$ cat src/rtl/demux_8_buffered_pkg.sv
// Shared constants and helpers for the buffered 1-to-8 demultiplexer.
// Channel count and select width are fixed; the count width covers 0..NUM_CH.
package demux_8_buffered_pkg;

  localparam int unsigned NUM_CH = 8;
  localparam int unsigned SEL_W  = 3;
  localparam int unsigned CNT_W  = 4;

  function automatic logic [CNT_W-1:0] popcount(input logic [NUM_CH-1:0] v);
    logic [CNT_W-1:0] c;
    c = '0;
    for (int unsigned i = 0; i < NUM_CH; i++) begin
      c = c + CNT_W'(v[i]);
    end
    return c;
  endfunction

endpackage

$ cat src/rtl/demux_8_buffered_slot.sv
// One-entry holding buffer for a single output channel.
// A load in the same cycle as a drain wins: the slot stays full with the new word.
module demux_slot #(
  parameter int unsigned width = 32
) (
  input  logic             clk,
  input  logic             reset,
  input  logic             load,
  input  logic             drain,
  input  logic [width-1:0] d,
  output logic             full,
  output logic [width-1:0] q
);

  // q is deliberately left untouched on drain; consumers qualify it with full.
  always_ff @(posedge clk or negedge reset) begin
    if (!reset) begin
      full <= 1'b0;
      q    <= '0;
    end else if (load) begin
      full <= 1'b1;
      q    <= d;
    end else if (drain) begin
      full <= 1'b0;
    end
  end

endmodule

$ cat src/rtl/demux_8_buffered.sv
// Buffered 1-to-8 demultiplexer: routes one word per cycle into the slot picked
// by sel, each slot handing its word to an independent valid/ready consumer.
module demux_8_buffered
  import demux_8_buffered_pkg::*;
#(
  parameter int unsigned width = 32
) (
  input  logic                 clk,
  input  logic                 reset,
  input  logic                 in_valid,
  output logic                 in_ready,
  input  logic [width-1:0]     data_in,
  input  logic [SEL_W-1:0]     sel,
  output logic [NUM_CH-1:0]    out_valid,
  input  logic [NUM_CH-1:0]    out_ready,
  output logic [width-1:0]     data0,
  output logic [width-1:0]     data1,
  output logic [width-1:0]     data2,
  output logic [width-1:0]     data3,
  output logic [width-1:0]     data4,
  output logic [width-1:0]     data5,
  output logic [width-1:0]     data6,
  output logic [width-1:0]     data7,
  output logic [CNT_W-1:0]     count
);

  logic [NUM_CH-1:0] full;
  logic [NUM_CH-1:0] load;
  logic [NUM_CH-1:0] drain;
  logic [width-1:0]  slot_q [NUM_CH];
  logic              fill_empty;
  logic [CNT_W-1:0]  drained;

  // A slot can take a new word if it is empty or being emptied this cycle.
  assign in_ready = ~full[sel] | out_ready[sel];

  always_comb begin
    load = '0;
    if (in_valid && in_ready) begin
      load[sel] = 1'b1;
    end
  end

  assign drain = full & out_ready;

  for (genvar i = 0; i < NUM_CH; i++) begin : g_slot
    demux_slot #(
      .width(width)
    ) u_slot (
      .clk  (clk),
      .reset(reset),
      .load (load[i]),
      .drain(drain[i]),
      .d    (data_in),
      .full (full[i]),
      .q    (slot_q[i])
    );
  end

  assign out_valid = full;
  assign data0     = slot_q[0];
  assign data1     = slot_q[1];
  assign data2     = slot_q[2];
  assign data3     = slot_q[3];
  assign data4     = slot_q[4];
  assign data5     = slot_q[5];
  assign data6     = slot_q[6];
  assign data7     = slot_q[7];

  // Count tracks popcount(full) incrementally: a reload of a draining slot nets zero.
  assign fill_empty = |(load & ~full);
  assign drained    = popcount(drain & ~load);

  always_ff @(posedge clk or negedge reset) begin
    if (!reset) begin
      count <= '0;
    end else begin
      count <= count + CNT_W'(fill_empty) - drained;
    end
  end

endmodule

$ cat config.mk
export PLATFORM = sky130hd
export DESIGN_NAME = demux_8_buffered
export DESIGN_NICKNAME = d
export VERILOG_FILES = /design/src/rtl/demux_8_buffered_pkg.sv /design/src/rtl/demux_8_buffered_slot.sv /design/src/rtl/demux_8_buffered.sv
export SDC_FILE = /design/constraint.sdc
export NUM_CORES = 1
export LEC_CHECK = 0
export CAP_MARGIN = 20
export CORE_MARGIN = 5
export CORE_UTILIZATION = 44
export CTS_CLUSTER_DIAMETER = 150
export DETAILED_ROUTE_END_ITERATION = 10
export PLACE_DENSITY = 0.81
export SKIP_LAST_GASP = 1
export SLEW_MARGIN = 20
export SYNTH_ARGS = -nofsm -noshare
export SYNTH_HDL_FRONTEND = slang
export SYNTH_SLANG_ARGS = --single-unit
$ cat constraint.sdc
create_clock -name clk -period 4.2 [get_ports clk]
set_input_delay 0.84 -clock clk [delete_from_list [all_inputs] [get_ports clk]]
set_output_delay 0.84 -clock clk [all_outputs]
set_load 0.01 [all_outputs]
==> results.sh <==
export IMPL_port_buffers=314
export IMPL_tightest_slew_ns=1.13
export IMPL_cts_buffer_depth=3
export IMPL_path_max_fanout=6
export IMPL_r2r_end="count[3]$_DFF_PN0_"
export IMPL_dpl_cell_area_um2=15800
export IMPL_r2r_start="g_slot[0].u_slot.full$_DFFE_PN0P_"
export IMPL_die_w_um=176
export IMPL_final_cell_mix="526 x nand2_1, 302 x clkdlybuf4s50_1, 268 x dfrtp_1"
export IMPL_cp_required_ns=4.62
export IMPL_grt_setup_unrepaired="yes"
export IMPL_synth_area_leader_cell="dfrtp_1"
export IMPL_vias_per_cell=5.79
export IMPL_p_leak_uw=0.00723
export IMPL_holdWs_ns=0.364
export IMPL_antenna_cells=0
export IMPL_finalCritPeriodShare=0.984
export IMPL_worst_path_buf_inv=6
export IMPL_final_antenna_net_count=0
export IMPL_multi_input_comb_area_um2=4760
export IMPL_gp_congestion=0.887
export IMPL_avgSynthCellArea_um2=9.36
export IMPL_syn_num_nets=1355
export IMPL_clock_fmax_mhz=242
export IMPL_synth_area_leaders="dfrtp_1 55%, nand2_1 16%, o22ai_1 11%"
export IMPL_ff_latch_area_um2=6710
export IMPL_final_area_um2=16800
export IMPL_final_nets=1636
export IMPL_skew_ns=0.00995
export IMPL_drive_gt1_frac=0.140
export IMPL_finalPower_uw=8510
export IMPL_critPathSlowestCell="fa_1"
export IMPL_setup_violations=0
export IMPL_first_pass_iters=5
export IMPL_ys_ff_latch=268
export IMPL_grt_pass1_vias=11200
export IMPL_wl_um=44000
export IMPL_fillers=2209
export IMPL_dp_cells=1880
export IMPL_cts_root_buf="clkbuf_16"
export IMPL_crit_type="input pin to flip-flop"
export IMPL_maxSlewHeadroom=0.247
export IMPL_final_common_cell="nand2_1"
export IMPL_ys_warnings_count=0
export IMPL_io_pins=315
export IMPL_cp_start_kind="input pin"
export IMPL_tns_ns=0
export IMPL_cp_top_family="adder cells"
export IMPL_finalHoldViolations=0
export IMPL_gr_total_overflow=0
export IMPL_critPathArrivalTime_ns=4.55
export IMPL_antenna_found_initial=0
export IMPL_synthDistinctLibCells=37
export IMPL_drt_initial_drc_count=1122
export IMPL_areaGrowthSynthToFinish_pct=38.3
export IMPL_syn_inst=1296
export IMPL_cts_tree="done"
export IMPL_async_flop_share=1.00
export IMPL_yosys_area_top_type_share=0.553
export IMPL_avgRoutedWirePerCell_um=22.7
export IMPL_start_util=0.449
export IMPL_status="complete, no violations"
export IMPL_min_path_type="input pin to async pin"
export IMPL_crit_chain="buf_12, buf_6, and2_4, a31o_4, o31a_4, inv_4, a21oi_4, fa_2, fa_1, inv_2, fa_2, inv_2, fa_1, inv_1, ha_1, ha_2, xor2_2, xnor2_1"
export IMPL_r2r_slack_ns=0.19
export IMPL_r2r_cells=16
export IMPL_drc=0
export IMPL_htreeDepth=1
export IMPL_die_area_um2=31000
export IMPL_ys_seq_area_frac=0.553
export IMPL_finalCriticalPeriod_ns=4.13
export IMPL_via_count=11200
export IMPL_cp_depth=18
export IMPL_slew_violations=0
export IMPL_max_vdd_ir_drop_mv=0.304
export IMPL_clk_pin_slew_ns=0.06
export IMPL_max_stage_delay_ns=0.53
export IMPL_cts_buffers=28
export IMPL_hpwl_um=29700
export IMPL_grt_use_total=0.273
export IMPL_fp_dieH_um=176
export IMPL_clock_sinks=268
export IMPL_clkLatencyLatePin_ns=0.54
export IMPL_synthFlopType="dfrtp_1"
export IMPL_grt_max_degree=113
export IMPL_cap_violations=0
export IMPL_grt_pass1_wl_um=66400
export IMPL_synth_edff_count=0
export IMPL_rows=60
export IMPL_cp_end_kind="flip-flop"
export IMPL_coreArea_um2=27000
export IMPL_netlist_area_um2=12100
export IMPL_layout_cells_non_filler=1936
export IMPL_powerDensity_nw_per_um2=507
## report_power, final
| part | switching [uW] | internal [uW] |
|---|---|---|
| clock | 1020 | 1520 |
| sequential | 336 | 3100 |
| combinational | 1180 | 1350 |
## logic make-up after synthesis
family	Yosys count	synth area share
AO/OA/AOI/OAI	279	0.168
multiplexers	5	0.00619
flip-flops	268	0.553
adder cells (fa/ha/maj)	13	0.0171
AND/OR/NAND/NOR	553	0.184
XOR/XNOR	3	0.00217
buffers and inverters	175	0.0693
## how the worst max path moves through the flow
stage | startpoint | endpoint | slack, ns
after floorplan | sel[1] | count[3]$_DFF_PN0_ | -0.44
after global placement | sel[2] | count[3]$_DFF_PN0_ | -0.96
after detailed placement | sel[2] | count[3]$_DFF_PN0_ | -1.01
after CTS | sel[1] | count[3]$_DFF_PN0_ | 0.004
after global routing | sel[1] | count[3]$_DFF_PN0_ | -0.01
final | sel[1] | count[3]$_DFF_PN0_ | 0.07
## routing by layer
metal | global-route usage | routed length (um) | vias to the layer above
met1 | 0.349 | 17000 | 5519
met2 | 0.448 | 20900 | 611
li1 | - | - | 4951
met5 | 0 | 0 | -
met4 | 0.111 | 1890 | 0
met3 | 0.0653 | 4110 | 120
## sequential cells by signal, summed over array words and instances (netlist names)
register            flops
count                   4
g_slot.u_slot.full      8
g_slot.u_slot.q       256
## repair_timing
action	4_1_cts	5_1_grt
pin swaps	10	14
endpoints found under the setup margin	2	1
cloned	0	0
gates resized for setup	34	25
hold buffers	0	0
buffers inserted	3	7
## synth_stat cells, types with 2 or more instances
master / n
buf_6: 14
and4b_1: 3
nand3_1: 2
buf_1: 32
a21oi_1: 3
o211ai_1: 5
xnor2_1: 2
mux4_2: 2
nor2b_1: 2
nor4bb_1: 4
dfrtp_1: 268
ha_1: 7
a22o_1: 2
o22ai_2: 40
o22ai_1: 222
buf_2: 30
clkbuf_1: 71
fa_1: 6
mux2i_1: 3
a31oi_1: 2
buf_4: 11
inv_1: 17
nand2_1: 526
and4_1: 4
nor4_2: 5
nand2b_1: 2
## layout make-up
class,instances,share of cell area
flip-flops and latches,268,0.400
multi-input cells,853,0.284
repair buffers,409,0.232
clock buffers,40,0.0487
well taps,341,0.0254
clock inverters,8,0.00701
inverters,17,0.00395
## per-stage QoR
step / setup WS [ns] / utilization
2_1_floorplan: -0.445 / -
3_3_place_gp: -0.956 / 0.583
3_5_place_dp: -1.01 / 0.583
4_1_cts: 0.00361 / 0.620
5_1_grt: -0.00998 / 0.621
6_report: 0.0689 / 0.621
Note: power is estimated with default switching activity, not from simulation.
